===== src/rtl/mem_arb_defs.sv =====
// Shared definitions for the memory port arbiter.
//   state_e : transaction FSM states (IDLE -> ISSUE -> WAIT -> IDLE)
//   owner_e : which requester owns the in-flight transaction
//   CntW    : width of the fixed-latency countdown counter
//   GntIf / GntD : bit positions in the arbiter's one-hot grant vector
package mem_arb_defs;

  localparam int unsigned CntW = 4;

  typedef enum logic [1:0] {
    StIdle  = 2'd0,
    StIssue = 2'd1,
    StWait  = 2'd2
  } state_e;

  typedef enum logic [1:0] {
    OwnNone = 2'd0,
    OwnIf   = 2'd1,
    OwnD    = 2'd2
  } owner_e;

  localparam int unsigned GntIf = 0;
  localparam int unsigned GntD  = 1;

endpackage


===== src/rtl/rr_arbiter2.sv =====
// Two-way round-robin arbiter, purely combinational.
// Ports:
//   if_req     : fetch request
//   d_req      : data request
//   last_owner : requester that won the previous arbitration
//   grant      : one-hot grant, bit GntIf = fetch, bit GntD = data (0 when no request)
module rr_arbiter2
  import mem_arb_defs::*;
(
  input  logic       if_req,
  input  logic       d_req,
  input  owner_e     last_owner,
  output logic [1:0] grant
);

  always_comb begin
    grant = 2'b00;
    if (if_req && d_req) begin
      // On a tie the requester that did not win last time goes first.
      if (last_owner == OwnIf) begin
        grant[GntD] = 1'b1;
      end else begin
        grant[GntIf] = 1'b1;
      end
    end else if (if_req) begin
      grant[GntIf] = 1'b1;
    end else if (d_req) begin
      grant[GntD] = 1'b1;
    end
  end

endmodule


===== src/rtl/mem_port_arbiter.sv =====
// Shares a single-ported, fixed-latency main memory between the instruction-fetch path and
// the load/store data path. One transaction in flight at a time, round-robin on ties.
// Ports:
//   clock, reset_n        : clock (rising edge) and asynchronous active-low reset
//   if_req/if_addr        : fetch request (held until if_gnt) and address
//   if_gnt/if_rvalid      : fetch accepted / fetch data valid (one-cycle pulses)
//   if_rdata              : fetched word, low 32 bits of mem_rdata
//   d_req/d_we/d_addr/d_wdata : data request, store flag, address, store data
//   d_gnt/d_rvalid        : data accepted / load data or store ack valid (one-cycle pulses)
//   d_rdata               : load data, 0 on a store acknowledge
//   mem_en/mem_we/mem_addr/mem_wdata : memory strobe, write strobe, address, write data
//   mem_rdata             : memory read data, valid MEM_LAT cycles after the mem_en cycle
//   busy                  : high whenever a transaction is in flight
// All outputs are registered.
module mem_port_arbiter
  import mem_arb_defs::*;
#(
  parameter int unsigned ADDR_W      = 32,
  parameter int unsigned DATA_W      = 64,
  parameter int unsigned MEM_LAT     = 2,
  parameter bit          FETCH_FIRST = 1'b1
) (
  input  logic              clock,
  input  logic              reset_n,
  input  logic              if_req,
  input  logic [ADDR_W-1:0] if_addr,
  output logic              if_gnt,
  output logic              if_rvalid,
  output logic [31:0]       if_rdata,
  input  logic              d_req,
  input  logic              d_we,
  input  logic [ADDR_W-1:0] d_addr,
  input  logic [DATA_W-1:0] d_wdata,
  output logic              d_gnt,
  output logic              d_rvalid,
  output logic [DATA_W-1:0] d_rdata,
  output logic              mem_en,
  output logic              mem_we,
  output logic [ADDR_W-1:0] mem_addr,
  output logic [DATA_W-1:0] mem_wdata,
  input  logic [DATA_W-1:0] mem_rdata,
  output logic              busy
);

  if (MEM_LAT < 1 || MEM_LAT > 15) begin : g_bad_mem_lat
    $error("mem_port_arbiter: MEM_LAT=%0d is outside 1..15", MEM_LAT);
  end

  localparam logic [CntW-1:0] CntLoad  = CntW'(MEM_LAT - 1);
  // The first tie goes to the requester that is not last_owner.
  localparam owner_e          LastInit = FETCH_FIRST ? OwnD : OwnIf;

  state_e              state_q, state_d;
  logic [CntW-1:0]     cnt_q, cnt_d;
  owner_e              owner_q, owner_d;
  owner_e              last_owner_q, last_owner_d;
  logic [ADDR_W-1:0]   addr_q, addr_d;
  logic                we_q, we_d;
  logic [DATA_W-1:0]   wdata_q, wdata_d;

  logic                if_gnt_q, if_gnt_d;
  logic                d_gnt_q, d_gnt_d;
  logic                mem_en_q, mem_en_d;
  logic                mem_we_q, mem_we_d;
  logic                if_rvalid_q, if_rvalid_d;
  logic                d_rvalid_q, d_rvalid_d;
  logic [31:0]         if_rdata_q, if_rdata_d;
  logic [DATA_W-1:0]   d_rdata_q, d_rdata_d;
  logic                busy_q, busy_d;

  logic [1:0]          grant;

  rr_arbiter2 u_rr_arbiter2 (
    .if_req     (if_req),
    .d_req      (d_req),
    .last_owner (last_owner_q),
    .grant      (grant)
  );

  always_comb begin
    state_d      = state_q;
    cnt_d        = cnt_q;
    owner_d      = owner_q;
    last_owner_d = last_owner_q;
    addr_d       = addr_q;
    we_d         = we_q;
    wdata_d      = wdata_q;
    if_rvalid_d  = 1'b0;
    d_rvalid_d   = 1'b0;
    if_rdata_d   = if_rdata_q;
    d_rdata_d    = d_rdata_q;

    unique case (state_q)
      StIdle: begin
        if (grant[GntIf]) begin
          owner_d      = OwnIf;
          last_owner_d = OwnIf;
          addr_d       = if_addr;
          we_d         = 1'b0;
          wdata_d      = '0;
          state_d      = StIssue;
        end else if (grant[GntD]) begin
          owner_d      = OwnD;
          last_owner_d = OwnD;
          addr_d       = d_addr;
          we_d         = d_we;
          wdata_d      = d_wdata;
          state_d      = StIssue;
        end
      end
      StIssue: begin
        cnt_d   = CntLoad;
        state_d = StWait;
      end
      StWait: begin
        if (cnt_q == '0) begin
          // mem_rdata is valid in this cycle; hand it to the owner at the closing edge.
          state_d = StIdle;
          owner_d = OwnNone;
          if (owner_q == OwnIf) begin
            if_rvalid_d = 1'b1;
            if_rdata_d  = mem_rdata[31:0];
          end else if (owner_q == OwnD) begin
            d_rvalid_d = 1'b1;
            d_rdata_d  = we_q ? '0 : mem_rdata;
          end
        end else begin
          cnt_d = cnt_q - CntW'(1);
        end
      end
      default: begin
        state_d = StIdle;
      end
    endcase

    // Registered outputs are derived from the state being entered so they line up with it.
    mem_en_d = (state_d == StIssue);
    mem_we_d = mem_en_d && we_d;
    if_gnt_d = mem_en_d && (owner_d == OwnIf);
    d_gnt_d  = mem_en_d && (owner_d == OwnD);
    busy_d   = (state_d != StIdle);
  end

  always_ff @(posedge clock or negedge reset_n) begin
    if (!reset_n) begin
      state_q      <= StIdle;
      cnt_q        <= '0;
      owner_q      <= OwnNone;
      last_owner_q <= LastInit;
      addr_q       <= '0;
      we_q         <= 1'b0;
      wdata_q      <= '0;
      if_gnt_q     <= 1'b0;
      d_gnt_q      <= 1'b0;
      mem_en_q     <= 1'b0;
      mem_we_q     <= 1'b0;
      if_rvalid_q  <= 1'b0;
      d_rvalid_q   <= 1'b0;
      if_rdata_q   <= '0;
      d_rdata_q    <= '0;
      busy_q       <= 1'b0;
    end else begin
      state_q      <= state_d;
      cnt_q        <= cnt_d;
      owner_q      <= owner_d;
      last_owner_q <= last_owner_d;
      addr_q       <= addr_d;
      we_q         <= we_d;
      wdata_q      <= wdata_d;
      if_gnt_q     <= if_gnt_d;
      d_gnt_q      <= d_gnt_d;
      mem_en_q     <= mem_en_d;
      mem_we_q     <= mem_we_d;
      if_rvalid_q  <= if_rvalid_d;
      d_rvalid_q   <= d_rvalid_d;
      if_rdata_q   <= if_rdata_d;
      d_rdata_q    <= d_rdata_d;
      busy_q       <= busy_d;
    end
  end

  assign if_gnt    = if_gnt_q;
  assign d_gnt     = d_gnt_q;
  assign if_rvalid = if_rvalid_q;
  assign d_rvalid  = d_rvalid_q;
  assign if_rdata  = if_rdata_q;
  assign d_rdata   = d_rdata_q;
  assign mem_en    = mem_en_q;
  assign mem_we    = mem_we_q;
  // The latched transaction registers drive the memory port directly.
  assign mem_addr  = addr_q;
  assign mem_wdata = wdata_q;
  assign busy      = busy_q;

endmodule

===== config.mk =====
export PLATFORM = sky130hd
export DESIGN_NAME = mem_port_arbiter
export DESIGN_NICKNAME = d
export VERILOG_FILES = /design/src/rtl/mem_arb_defs.sv /design/src/rtl/rr_arbiter2.sv /design/src/rtl/mem_port_arbiter.sv
export SDC_FILE = /design/constraint.sdc
export NUM_CORES = 1
export LEC_CHECK = 0
export CORE_ASPECT_RATIO = 2
export CORE_MARGIN = 3
export CORE_UTILIZATION = 45
export DETAILED_ROUTE_END_ITERATION = 7
export GPL_ROUTABILITY_DRIVEN = 0
export HOLD_SLACK_MARGIN = 0.03
export PLACE_DENSITY = 0.81
export SKIP_CTS_REPAIR_TIMING = 1
export SLEW_MARGIN = 5
export SYNTH_ARGS = -nofsm -noshare
export SYNTH_HDL_FRONTEND = slang
export SYNTH_SLANG_ARGS = --single-unit

===== constraint.sdc =====
create_clock -name clock -period 2.7 [get_ports clock]
set_input_delay 0.27 -clock clock [delete_from_list [all_inputs] [get_ports clock]]
set_output_delay 0.27 -clock clock [all_outputs]
set_load 0.01 [all_outputs]

==> results.tsv <==
stage	metric	value	unit
outcome	outcome	finished clean	
finish	proportion of layout cells with a drive suffix above 1	16.7	%
worst_setup_path	cell chain of the critical path	inv_1 -> ha_1 -> nor3b_1 -> nand4_1 -> buf_4 -> mux2_2	
sta	final clock period utilization by the worst path	83.4	%
sta	peak clock frequency supported by timing	444	MHz
logic_synthesis	most common library cells after synthesis	sky130_fd_sc_hd__dfrtp_1, sky130_fd_sc_hd__nand2_1, sky130_fd_sc_hd__mux2_2	
sta	RSZ-0062 raised after global routing	no	
sta	number of setup violations in the final report	0	
logic_synthesis	number of instances in the synthesized netlist	970	
clock_network	Clock Sink Count	210	
sta	total negative slack	0	ns
logic_synthesis	per-instance average area after synthesis	10.8	sq um
floorplanning	number of standard-cell rows in the floorplan	78	
logic_synthesis	count of distinct cell types in the synthesized netlist	43	
finish	number of diodes added for antenna fixing	0	
floorplanning	initial core utilization	46.0	%
flow_run	count of max-cap constraint violations	0	
clock_network	clock tree from TritonCTS	built	
sta	Min Clock Period, post-route	2.25	ns
placed_design	Post-Place Cells	1574	
finish	post-route core utilization	67.3	%
finish	final net count	1516	
worst_hold_path	Worst Hold Class	input port to asynchronous set/reset pin	
finish	Area growth syn-to-layout	46.1	%
logic_synthesis	number of storage elements in the synthesis netlist	210	
sta	final hold vios	0	
finish	fillcell total	1752	
clock_network	cell at the root of the clock tree	sky130_fd_sc_hd__clkbuf_16	
placed_design	final HPWL from detailed placement	23100	um
logic_synthesis	Synth area leaders	sky130_fd_sc_hd__dfrtp_1, sky130_fd_sc_hd__mux2_2, sky130_fd_sc_hd__o221ai_2, sky130_fd_sc_hd__a2bb2oi_1, sky130_fd_sc_hd__nand2_1	
worst_setup_path	data arrival time of the worst path	2.63	ns
logic_synthesis	Synth warnings	0	
sta	Tightest Pin Transition	0.858	ns
floorplanning	height of the chip	222	um
worst_setup_path	internal reg-to-reg setup slack	0.45	ns
floorplanning	chip width	114	um
drt	vias	9048	
worst_setup_path	nature of the critical path startpoint	flop	
placed_design	number of port buffers	395	
drt	DR pass1 iterations	5	
clock_network	clock transition at the register clock pins on the worst setup and hold paths after CTS	0.07	ns
grt	pin count of the biggest net entering global routing	162	
power_and_ir_drop	standby leakage power	6.43	nW
power_and_ir_drop	P per Cell Area	1090	nW/um^2
sta	Layout Skew	0.00860	ns
clock_network	clk_lat worst skew	0.50	ns
drt	mean number of vias per cell	5.62	
grt	first-pass GRT wire length	52400	um
worst_setup_path	Critical Path Slowest Stage Cell	sky130_fd_sc_hd__buf_4	
logic_synthesis	Syn Nets	1169	
clock_network	number of levels the H-tree was split into	1	
power_and_ir_drop	post-layout total power	16.7	mW
worst_setup_path	CP max stage delay	0.66	ns
logic_synthesis	EDFF count, synth	0	
drt	DRC viols	0	
grt	initial antenna violation count	0	
drt	final WL	33300	um
clock_network	TritonCTS Buffers	20	
logic_synthesis	cell type with the highest aggregate area in the netlist	sky130_fd_sc_hd__dfrtp_1	
logic_synthesis	proportion of synthesized chip area in sequential cells	50.0	%
worst_setup_path	data required time of the worst path	3.08	ns
finish	final non-filler cell total	1611	
worst_setup_path	endpoint of the most critical register-to-register path	d_rdata[15]	
drt	number of DRC violations after detailed-routing iteration 0	608	
floorplanning	Floorplan Core Area	22800	sq um
clock_network	buffers from clock root to sink, at most	3	
drt	final antenna-violating net count	0	
drt	WL per Instance	20.7	um
floorplanning	die area	25300	sq um
worst_setup_path	critical path peak fanout	65	
grt	overall routing resource usage	25.6	%
grt	sum of overflow across all layers after global routing	0	
worst_setup_path	critical register-to-register path startpoint	cnt_q[0]	
worst_setup_path	Critical Path End Type	flop	
worst_setup_path	category of the critical setup timing path	flop to flop	
sta	Max Slew Vio Count	0	
sta	Slew Limit Headroom	42.8	%
power_and_ir_drop	worst IR drop on VDD	0.851	mV
logic_synthesis	fraction of post-synthesis cell area in the top cell type by area	49.7	%
logic_synthesis	fraction of registers with async set/reset	100	%
logic_synthesis	most frequent cell after synthesis	sky130_fd_sc_hd__dfrtp_1	
worst_setup_path	R2R cell count	6	
grt	number of global-route vias before repair	9465	
floorplanning	number of primary I/O pins	396	
logic_synthesis	top flip-flop cell by instance count after synthesis	sky130_fd_sc_hd__dfrtp_1	
logic_synthesis	mapped cell area	10500	sq um
## per-stage QoR
step | instance area, sq um | hold WS (ns) | setup slack [ns]
floorplan | 10500 | -0.0256 | 0.798
global placement | 14700 | 0.295 | 0.541
detailed placement | 14700 | 0.297 | 0.477
CTS | 15400 | -0.234 | 0.454
global route | 15400 | 0.352 | 0.266
finish | 15400 | 0.321 | 0.449
## state kept, by name, indices dropped and copies added, names as in the netlist
name	cells
d_rdata	64
mem_wdata	64
if_rdata	32
mem_addr	32
cnt_q	4
last_owner_q	2
owner_q	2
state_q	2
busy	1
d_gnt	1
d_rvalid	1
if_gnt	1
if_rvalid	1
mem_en	1
mem_we	1
we_q	1
## how the worst max path moves through the flow
stage          slack [ns]  startpoint  depth (start not counted)           end
4_1_cts              0.45    cnt_q[0]                          6   d_rdata[15]
3_5_place_dp         0.48    cnt_q[0]                          6   d_rdata[20]
5_1_grt              0.27    cnt_q[1]                          6   d_rdata[46]
3_3_place_gp         0.54    cnt_q[0]                          6   d_rdata[16]
6_report             0.45    cnt_q[0]                          6   d_rdata[15]
2_1_floorplan        0.80    cnt_q[0]                          6  if_rdata[10]
## report_power, final
group | internal, mW | total, mW | switching (mW) | leakage (nW)
combinational | 4.51 | 8.07 | 3.56 | 3.53
clock | 1.80 | 3.03 | 1.24 | 0.338
sequential | 4.61 | 5.58 | 0.977 | 2.57
total | 10.9 | 16.7 | 5.77 | 6.43
## cell usage in the layout (no fill, tap or decap), types with 6 or more instances in the layout
cell                              count
sky130_fd_sc_hd__clkdlybuf4s50_1    392
sky130_fd_sc_hd__nand3_1             33
sky130_fd_sc_hd__buf_12               7
sky130_fd_sc_hd__dfrtp_1            208
sky130_fd_sc_hd__nand2_1            130
sky130_fd_sc_hd__o211ai_1            33
sky130_fd_sc_hd__nor2b_1             67
sky130_fd_sc_hd__o21ai_0             34
sky130_fd_sc_hd__a21oi_1              6
sky130_fd_sc_hd__nand4_1             33
sky130_fd_sc_hd__a2bb2oi_1           65
sky130_fd_sc_hd__mux2_2              96
sky130_fd_sc_hd__o221ai_2            60
sky130_fd_sc_hd__clkbuf_16           21
sky130_fd_sc_hd__buf_4               15
sky130_fd_sc_hd__inv_1               74
## critical path: cells and delay by family, from the launching register on
| family | cells | cell delay (ns) |
|---|---|---|
| flip-flops | 1 | 0.39 |
| AND/OR/NAND/NOR | 2 | 0.29 |
| multiplexers | 1 | 0.42 |
| adder cells (fa/ha/maj) | 1 | 0.23 |
| buffers and inverters | 2 | 0.75 |
## cell families (layout without fill, tap and decap cells)
group / Yosys count / in the layout / share of synthesized area [%]
and+or+nand+nor: 282 / 282 / 13.4
adders and majority gates: 2 / 2 / 0.238
DFF: 210 / 210 / 50.0
muxes: 96 / 96 / 10.3
buffers and inverters: 167 / 528 / 6.69
AOI/OAI and AO/OA: 213 / 213 / 19.4
## layer usage
metal | GRT usage [%] | routed length, um | vias to the layer above
met5 | 0 | 0 | -
met4 | 12.1 | 1770 | 0
met3 | 4.88 | 2270 | 86
met2 | 45.2 | 17300 | 393
met1 | 29.4 | 11900 | 4422
li1 | - | - | 4147
## cell type report
cell class / count / area, sq um / share of cell area (%)
flip-flops and latches: 210 / 5260 / 34.2
well taps: 280 / 350 / 2.28
inverters: 75 / 282 / 1.83
clock buffers: 27 / 578 / 3.76
repair buffers: 417 / 4210 / 27.4
clock inverters: 9 / 128 / 0.831
multi-input cells: 593 / 4570 / 29.7
(Power assumes the default switching activity.)
